`src/rtl/uart_prog_loader.sv`:
```
// Boot-time UART program loader: receives an A5/length-framed image, writes 32-bit words to imem.
// Optional trailing XOR checksum byte is enabled with `define LOADER_CHECKSUM_EN.
module uart_prog_loader #(
  parameter int CLKS_PER_BIT = 868,
  parameter int ADDR_WIDTH   = 14
) (
  input  logic                  clk,
  input  logic                  rst,
  input  logic                  rx,
  input  logic                  start,
  output logic                  imem_we,
  output logic [ADDR_WIDTH-1:0] imem_addr,
  output logic [31:0]           imem_wdata,
  output logic                  cpu_hold,
  output logic                  done,
  output logic                  err
);

  localparam int CW = $clog2(CLKS_PER_BIT);
  localparam logic [CW-1:0] BIT_LAST  = CW'(CLKS_PER_BIT - 1);
  localparam logic [CW-1:0] HALF_LAST = CW'(CLKS_PER_BIT / 2 - 1);
  localparam logic [32:0]   MAX_WORDS = 33'd1 << ADDR_WIDTH;

  typedef enum logic [1:0] {RX_IDLE, RX_START, RX_DATA, RX_STOP} rx_state_t;

  typedef enum logic [2:0] {
    S_IDLE, S_LEN_LO, S_LEN_HI, S_DATA,
`ifdef LOADER_CHECKSUM_EN
    S_CSUM,
`endif
    S_DONE, S_ERR
  } state_t;

  logic      rx_meta, rx_sync, rx_prev;
  rx_state_t rx_state;
  logic [CW-1:0] clk_cnt;
  logic [2:0] bit_idx;
  logic [7:0] shift;
  logic [7:0] rx_byte;
  logic       byte_valid;
  logic       frame_err;

  state_t                state;
  logic [7:0]            len_lo;
  logic [15:0]           remain;
  logic [ADDR_WIDTH-1:0] word_cnt;
  logic [1:0]            byte_idx;
  logic [23:0]           word_lo;
`ifdef LOADER_CHECKSUM_EN
  logic [7:0]            csum;
`endif

  // Serial receiver: start bit re-checked at half-bit to reject glitches, data sampled mid-bit.
  always_ff @(posedge clk or posedge rst) begin
    if (rst) begin
      rx_meta    <= 1'b1;
      rx_sync    <= 1'b1;
      rx_prev    <= 1'b1;
      rx_state   <= RX_IDLE;
      clk_cnt    <= '0;
      bit_idx    <= '0;
      shift      <= '0;
      rx_byte    <= '0;
      byte_valid <= 1'b0;
      frame_err  <= 1'b0;
    end else begin
      rx_meta    <= rx;
      rx_sync    <= rx_meta;
      rx_prev    <= rx_sync;
      byte_valid <= 1'b0;
      frame_err  <= 1'b0;
      case (rx_state)
        RX_IDLE: begin
          clk_cnt <= '0;
          if (rx_prev && !rx_sync) rx_state <= RX_START;
        end
        RX_START: begin
          if (clk_cnt == HALF_LAST) begin
            clk_cnt <= '0;
            bit_idx <= '0;
            rx_state <= rx_sync ? RX_IDLE : RX_DATA;
          end else begin
            clk_cnt <= clk_cnt + 1'b1;
          end
        end
        RX_DATA: begin
          if (clk_cnt == BIT_LAST) begin
            clk_cnt <= '0;
            shift   <= {rx_sync, shift[7:1]};
            bit_idx <= bit_idx + 3'd1;
            if (bit_idx == 3'd7) rx_state <= RX_STOP;
          end else begin
            clk_cnt <= clk_cnt + 1'b1;
          end
        end
        RX_STOP: begin
          if (clk_cnt == BIT_LAST) begin
            clk_cnt  <= '0;
            rx_state <= RX_IDLE;
            if (rx_sync) begin
              rx_byte    <= shift;
              byte_valid <= 1'b1;
            end else begin
              frame_err <= 1'b1;
            end
          end else begin
            clk_cnt <= clk_cnt + 1'b1;
          end
        end
        default: rx_state <= RX_IDLE;
      endcase
    end
  end

  // Frame parser; start aborts any in-progress frame and re-arms from DONE/ERR.
  always_ff @(posedge clk or posedge rst) begin
    if (rst) begin
      state      <= S_IDLE;
      len_lo     <= '0;
      remain     <= '0;
      word_cnt   <= '0;
      byte_idx   <= '0;
      word_lo    <= '0;
      imem_we    <= 1'b0;
      imem_addr  <= '0;
      imem_wdata <= '0;
      cpu_hold   <= 1'b1;
      done       <= 1'b0;
      err        <= 1'b0;
`ifdef LOADER_CHECKSUM_EN
      csum       <= '0;
`endif
    end else begin
      imem_we <= 1'b0;
      if (start) begin
        state    <= S_IDLE;
        done     <= 1'b0;
        err      <= 1'b0;
        cpu_hold <= 1'b1;
      end else if (frame_err && state != S_DONE && state != S_ERR) begin
        state    <= S_ERR;
        err      <= 1'b1;
        cpu_hold <= 1'b1;
      end else begin
        case (state)
          S_IDLE: begin
            if (byte_valid && rx_byte == 8'hA5) state <= S_LEN_LO;
          end
          S_LEN_LO: begin
            if (byte_valid) begin
              len_lo <= rx_byte;
              state  <= S_LEN_HI;
            end
          end
          S_LEN_HI: begin
            if (byte_valid) begin
              byte_idx <= '0;
              word_cnt <= '0;
              remain   <= {rx_byte, len_lo};
`ifdef LOADER_CHECKSUM_EN
              csum     <= '0;
`endif
              if ({rx_byte, len_lo} == 16'd0) begin
`ifdef LOADER_CHECKSUM_EN
                state <= S_CSUM;
`else
                state    <= S_DONE;
                done     <= 1'b1;
                cpu_hold <= 1'b0;
`endif
              end else if ({17'd0, rx_byte, len_lo} > MAX_WORDS) begin
                state <= S_ERR;
                err   <= 1'b1;
              end else begin
                state <= S_DATA;
              end
            end
          end
          S_DATA: begin
            if (imem_we) begin
              word_cnt <= word_cnt + 1'b1;
              remain   <= remain - 16'd1;
              if (remain == 16'd1) begin
`ifdef LOADER_CHECKSUM_EN
                state <= S_CSUM;
`else
                state    <= S_DONE;
                done     <= 1'b1;
                cpu_hold <= 1'b0;
`endif
              end
            end else if (byte_valid) begin
              byte_idx <= byte_idx + 2'd1;
`ifdef LOADER_CHECKSUM_EN
              csum     <= csum ^ rx_byte;
`endif
              case (byte_idx)
                2'd0: word_lo[7:0]   <= rx_byte;
                2'd1: word_lo[15:8]  <= rx_byte;
                2'd2: word_lo[23:16] <= rx_byte;
                default: begin
                  imem_we    <= 1'b1;
                  imem_addr  <= word_cnt;
                  imem_wdata <= {rx_byte, word_lo};
                end
              endcase
            end
          end
`ifdef LOADER_CHECKSUM_EN
          S_CSUM: begin
            if (byte_valid) begin
              if (rx_byte == csum) begin
                state    <= S_DONE;
                done     <= 1'b1;
                cpu_hold <= 1'b0;
              end else begin
                state <= S_ERR;
                err   <= 1'b1;
              end
            end
          end
`endif
          S_DONE: begin
            done     <= 1'b1;
            cpu_hold <= 1'b0;
          end
          S_ERR: begin
            err      <= 1'b1;
            cpu_hold <= 1'b1;
          end
          default: state <= S_IDLE;
        endcase
      end
    end
  end

endmodule
```
`config.mk`:
```
export PLATFORM = sky130hd
export DESIGN_NAME = uart_prog_loader
export DESIGN_NICKNAME = d
export VERILOG_FILES = /design/src/rtl/uart_prog_loader.sv
export SDC_FILE = /design/constraint.sdc
export NUM_CORES = 1
export LEC_CHECK = 0
export BUFFER_PORTS_ARGS = -buffer_cell sky130_fd_sc_hd__buf_2
export CORE_MARGIN = 1
export CORE_UTILIZATION = 64
export CTS_CLUSTER_DIAMETER = 150
export DETAILED_ROUTE_END_ITERATION = 6
export PLACE_DENSITY_LB_ADDON = 0.08
export SYNTH_ARGS = -nofsm -noshare
export SYNTH_HDL_FRONTEND = slang
export SYNTH_SLANG_ARGS = --single-unit
```
`constraint.sdc`:
```
create_clock -name clk -period 7.4 [get_ports clk]
set_input_delay 0 -clock clk [delete_from_list [all_inputs] [get_ports clk]]
set_output_delay 0 -clock clk [all_outputs]
set_load 0.01 [all_outputs]
```
==> results.ini, run 1 <==
[sta]
layout_min_cycle_time_ns=2.52
grt_setup_unrepaired=false
fin_crit_sh_pct=34.0
worst_pin_slew_ns=0.924
fin_skew_ns=0.00807
hold_viol_final=0
slew_violations=0
worst_slack_ns=4.88
setup_viol=0
relSlewSlack_pct=38.3
setup_tns_ns=0
max_freq_mhz=397
timing.hold.ws_ns=0.110

[yosys]
synth_edf_count=0
ys_warn_count=0
ys.flop_type=dfrtp_1
synth_area_sq_mm=0.00693
syn_inst=578
syn_nets=593
synth_cell_types=57
avgSynthCellArea_sq_um=12.0
ys_async_sr_fraction_pct=100
synth-seq-cells=153
ys_seq_area_share_pct=55.3

[route]
vias=4742
drt_iter0_drc=312
antenna_left=0
vias_per_cell=6.10
detail_route.first_pass.iterations=5
drc_errors=0
wirelength_microns=14000
wl_per_cell_microns=18.0

[worst_hold_path]
hold_depth=2
holdPathEnd=rx_meta
hold_start=rx
min_path_type=in -> reg

[clock_network]
htree_levels=4
clk_latency_ns=0.53
cts_buffers=17
root_buffer=clkbuf_8
cts.sinks=153
cts_resized=0
post-cts-setup-buffers=0
clockBufferDepth=2
clk_pin_slew_ns=0.06
cts_tree=yes

[placed_design]
numPortBuffers=53
post-place-ws_ns=4.93
gp_congestion=0.878
place_hpwl_microns=8770

[pwr]
power.leakage_nw=3.90
finalPower_mw=1.79
p_per_area_mw_per_mm2=229
ir_drop_mv=0.212

[finish]
fin_nets=643
num_antenna_cells=0
area_growth_pct=13.1
layout-drive-gt1-share_pct=27.9
layout_common_cells=149 x dfrtp_1, 68 x mux2_2, 53 x buf_2
mostFrequentLayoutCell=dfrtp_1
fillers=679

[worst_setup_path]
path_max_fanout=32
start_kind=flip-flop
r2r_end=imem_wdata[1]
reg2reg_slack_ns=4.88
cp_data_arrival_time_ns=2.93
crit_type=reg -> reg
crit_path_end_kind=flip-flop
worst_ep_required_time_ns=7.81
r2r_cells=6
r2r_start=state[1]

[die]
die-area_sq_mm=0.0112
core_sq_mm=0.0104
fp.dieW_microns=106
start_util_pct=66.5
die_y_microns=106
rows=37
io_pins=54

[global_route]
busiest_layer=met2
grt_overflow_total=0
gr-usage-met3_pct=6.07
met2_usage_pct=43.3
grt_start_max_net_pins=94
grt_pass1_wl_microns=23400
met1_usage_pct=37.1
antenna_found_initial=0
grt_pass1_vias=4645
gr-usage-all-layers_pct=27.3

[job]
cap_viol_max_count=0

[status]
status=complete, no violations

power by group:
part	internal, mW	leakage [nW]	switching (mW)
logic	0.0349	1.56	0.0540
registers	0.859	2.08	0.0296
clock network	0.467	0.260	0.347
worst max-delay path: stages, from the launching register on:
cell	delay [ns]
dfrtp_1	0.54
nor4b_4	0.32
nand2_1	0.13
nor3_4	0.23
nand2_2	0.37
buf_4	0.41
mux2_1	0.37
flip-flops by register name, summed over array words and instances (netlist names), 2 cells and up, named ones only:
register,count
imem_wdata,32
word_lo,24
remain,16
imem_addr,14
word_cnt,14
clk_cnt,10
len_lo,8
rx_byte,8
shift,8
bit_idx,3
state,3
byte_idx,2
layer usage:
metal | vias up | wire, microns
met5 | - | 0
met2 | 141 | 6750
met4 | 0 | 273
li1 | 2206 | -
met1 | 2368 | 6350
met3 | 27 | 599
cell usage after synthesis (all sizes together), types with 2 or more instances:
cell type,number,share of area [%]
dfrtp,149,54
mux2,97,16
nor2,42,2.3
nand2,30,1.6
a21oi,27,2.0
o21ai,27,2.0
nand3,20,1.4
buf,15,1.5
inv,15,0.81
clkbuf,14,0.76
nor3,12,1.1
ha,11,2.0
nor4,11,0.99
and3,10,0.90
nand4,8,0.72
xnor2,7,0.88
xor2,7,0.88
o31ai,5,0.54
a211oi,4,0.43
a31oi,4,0.36
dfstp,4,1.5
mux2i,4,0.58
nand2b,4,0.36
o21a,4,0.43
o2bb2ai,4,0.51
and4,3,0.38
nor2b,3,0.27
nor3b,3,0.33
o32ai,3,0.38
or2,3,0.27
or3,3,0.27
a21boi,2,0.22
a221oi,2,0.25
a22oi,2,0.22
nor4bb,2,0.29
o22a,2,0.25
o22ai,2,0.18
or4,2,0.22
repair_timing:
item | CTS | global route
setup endpoints to repair | 0 | 0
hold endpoints to repair | 95 | 0
hold buffers | 3 | 0
worst max-delay path by stage:
stage	from	to	slack, ns	cells after the start
floorplan	rst	asynchronous set/reset pin	3.29	1
global placement	state[2]	imem_wdata[24]	5.00	6
detailed placement	state[2]	imem_wdata[1]	4.93	6
CTS	state[1]	imem_wdata[6]	4.87	6
global route	state[1]	imem_wdata[6]	4.69	6
finish	state[1]	imem_wdata[1]	4.88	6
through the flow:
| stage | utilization, % | instance area [sq um] | instances |
|---|---|---|---|
| 6_report | 75.3 | 7840 | 777 |
| 5_1_grt | 75.3 | 7840 | 777 |
| 3_5_place_dp | 69.5 | 7240 | 742 |
| 3_3_place_gp | 69.5 | 7240 | 742 |
| 4_1_cts | 75.3 | 7840 | 777 |
| 2_1_floorplan | - | 6930 | 578 |
cells by family (layout without fill, tap and decap cells):
kind of cell | Yosys count | count (layout) | synth area share, %
fa+ha+maj | 11 | 11 | 1.99
simple gates | 159 | 159 | 12.0
compound gates | 96 | 96 | 8.94
mux | 101 | 101 | 16.8
buf+inv | 44 | 107 | 3.09
flops | 153 | 153 | 55.3
xor+xnor | 14 | 14 | 1.77
final cells by class:
class,count,area (sq um),share of cell area (%)
Clock inverter,12,120,1.53
Inverter,15,61.3,0.782
Clock buffer,20,445,5.68
Timing Repair Buffer,60,325,4.15
Tap cell,136,170,2.17
Sequential cell,153,3830,48.9
Multi-Input combinational cell,381,2880,36.8
Note: power is estimated with default switching activity, not from simulation.
==> inputs of run 2 (changes only) <==
--- a/config.mk
+++ b/config.mk
@@ -7,7 +7,7 @@
 export LEC_CHECK = 0
 export BUFFER_PORTS_ARGS = -buffer_cell sky130_fd_sc_hd__buf_2
 export CORE_MARGIN = 1
-export CORE_UTILIZATION = 64
+export CORE_UTILIZATION = 54
 export CTS_CLUSTER_DIAMETER = 150
 export DETAILED_ROUTE_END_ITERATION = 6
 export PLACE_DENSITY_LB_ADDON = 0.08
==> constraint.sdc (replaced) <==
create_clock -name clk -period 2.3 [get_ports clk]
set_input_delay 0 -clock clk [delete_from_list [all_inputs] [get_ports clk]]
set_output_delay 0 -clock clk [all_outputs]
set_load 0.01 [all_outputs]
==> run 2 against run 1 <==
Fmax rose by 19%. Largest cell class unchanged. Non-clock buffer count increased by 25. Register-to-register slack lost 4.7 ns. Via count shrank 0.61%.
==> results.ini, run 2 (synthesis gave the netlist of run 1 again) <==
[status]
status=complete, no violations

[worst_hold_path]
hold_depth=2  ; unchanged
min_path_type=in -> reg

[worst_setup_path]
path_cells=nor4b_4 > nand2_1 > nor3_4 > nand2_2 > buf_12 > mux2_1
r2r_end=imem_addr[9]
crit_path_end_kind=flip-flop
startpoint=state[2]
crit_slowest_cell=dfrtp_1
r2r_cells=6  ; unchanged
endpoint=imem_addr[9]
r2r_start=state[2]
worst_ep_required_time_ns=2.60  ; -5.21 ns
start_kind=flip-flop
cp_data_arrival_time_ns=2.41  ; -0.52 ns
crit_type=reg -> reg
path_max_fanout=34  ; +6.3%
critPathMaxStageDelay_ns=0.47  ; -0.07 ns
reg2reg_slack_ns=0.18  ; -4.70 ns

[clock_network]
clk_latency_ns=0.42  ; -0.11 ns
clk_pin_slew_ns=0.06  ; about the same
cts_resized=0  ; unchanged
cts_buffers=17  ; unchanged
clockBufferDepth=2  ; unchanged
root_buffer=clkbuf_16
cts.sinks=153  ; unchanged
cts_tree=yes
htree_levels=4  ; unchanged

[finish]
fin_nets=668  ; +3.9%
final_area_sq_mm=0.00812  ; +3.6%
multi_input_area_sq_mm=0.00288  ; unchanged
top_register=imem_wdata
layout-drive-gt1-share_pct=30.2  ; +2.3 points
fin_util_pct=64.6  ; -11 points
area_growth_pct=17.2
mostFrequentLayoutCell=dfrtp_1
num_antenna_cells=0  ; unchanged
largest_reg_flops=32  ; unchanged
fillers=1012  ; +49%
layout_common_cells=149 x dfrtp_1, 68 x mux2_2, 53 x buf_2
seqCellArea_sq_mm=0.00383  ; unchanged
largestRegisters=imem_wdata (32), word_lo (24), remain (16)

[placed_design]
place_area_sq_mm=0.00752  ; +3.9%
place_hpwl_microns=9650  ; +10%
numPortBuffers=53  ; unchanged
gp_congestion=0.887  ; +1.1%

[sta]
fin_skew_ns=0.0105  ; +0.00238 ns
layout_min_cycle_time_ns=2.12  ; -0.401 ns
hold_viol_final=0  ; unchanged
timing.hold.ws_ns=0.212  ; +0.102 ns
setup_viol=0  ; unchanged
grt_setup_unrepaired=false
worst_pin_slew_ns=0.643  ; -0.281 ns
slew_violations=0  ; unchanged
fin_crit_sh_pct=92.1  ; +58 points
relSlewSlack_pct=57.0  ; +19 points
setup_tns_ns=0  ; unchanged
max_freq_mhz=472  ; +19%

[route]
vias=4713  ; -0.61%
detail_route.first_pass.iterations=4  ; -1
antenna_left=0  ; unchanged
wirelength_microns=14000  ; about the same
drt_iter0_drc=327  ; +4.8%
vias_per_cell=5.62  ; -7.8%
wl_per_cell_microns=16.7  ; -7.3%
drc_errors=0  ; unchanged

[global_route]
grt_pass1_vias=4583  ; -1.3%
grt_start_max_net_pins=61  ; -35%
antenna_found_initial=0  ; unchanged
grt_overflow_total=0  ; unchanged
grt_pass1_wl_microns=23700  ; +1.1%
gr-usage-all-layers_pct=23.9  ; -3.4 points

[die]
io_pins=54  ; unchanged
die-area_sq_mm=0.0133  ; +18%
core_sq_mm=0.0126  ; +21%
rows=41  ; +11%
start_util_pct=55.1  ; -11 points
fp.dieW_microns=115  ; +8.7%
die_y_microns=115  ; +8.7%

[job]
cap_viol_max_count=0  ; unchanged

[pwr]
finalPower_mw=5.84  ; +230%
ir_drop_mv=0.588  ; +180%
p_per_area_mw_per_mm2=719  ; +210%
power.leakage_nw=4.05  ; +3.8%

## run 2: cell types whose count changed in the layout (fill, tap and decap cells not counted), sizes merged
cell    change
buf        +25
bufinv      +1
clkbuf      +1
clkinv      -1
inv         -1
## run 2: critical path: cells and delay by family (launching register included)
kind	cells	cell delay, ns
AND/OR/NAND/NOR	4	0.95
flip-flops	1	0.47
multiplexers	1	0.33
buffers and inverters	1	0.23
## run 2: where the power goes
group / internal (mW) / total [mW] / switching (mW) / leakage [nW]
Clock: 1.59 / 2.66 / 1.07 / 0.263
Combinational: 0.141 / 0.339 / 0.197 / 1.71
Sequential: 2.76 / 2.84 / 0.0763 / 2.08
## run 2: cell type report
type | count | area share [%]
clock buffers | 21 | 5.43
clock inverters | 11 | 1.51
inverters | 15 | 0.740
multi-input cells | 381 | 35.5
repair buffers | 85 | 6.94
flip-flops and latches | 153 | 47.2
well taps | 172 | 2.65
## run 2: routing by layer
layer	share of wire (%)	GRT usage (%)	vias to the layer above
met3	3.9	6.38	13
met1	47	32.8	2377
met4	0.91	8.66	0
met2	48	36.6	88
met5	0	0	-
li1	-	-	2235
## run 2: repair_timing
action,in CTS,in global routing
hold buffers,3,0
hold endpoints to repair,28,0
setup buffers,0,0
setup endpoints to repair,0,0
## run 2: worst min path at each step
stage          startpoint  endpoint  slack (ns)
2_1_floorplan          rx   rx_meta       0.004
6_report               rx   rx_meta        0.21
5_1_grt                rx   rx_meta        0.21
4_1_cts                rx   rx_meta        0.19
3_5_place_dp           rx   rx_meta        0.11
3_3_place_gp           rx   rx_meta        0.11
## run 2: stage by stage
stage,setup WS (ns),cells
floorplan,0.283,578
global placement,0.243,803
detailed placement,0.193,803
CTS,0.183,838
global route,0.0315,838
finish,0.182,838
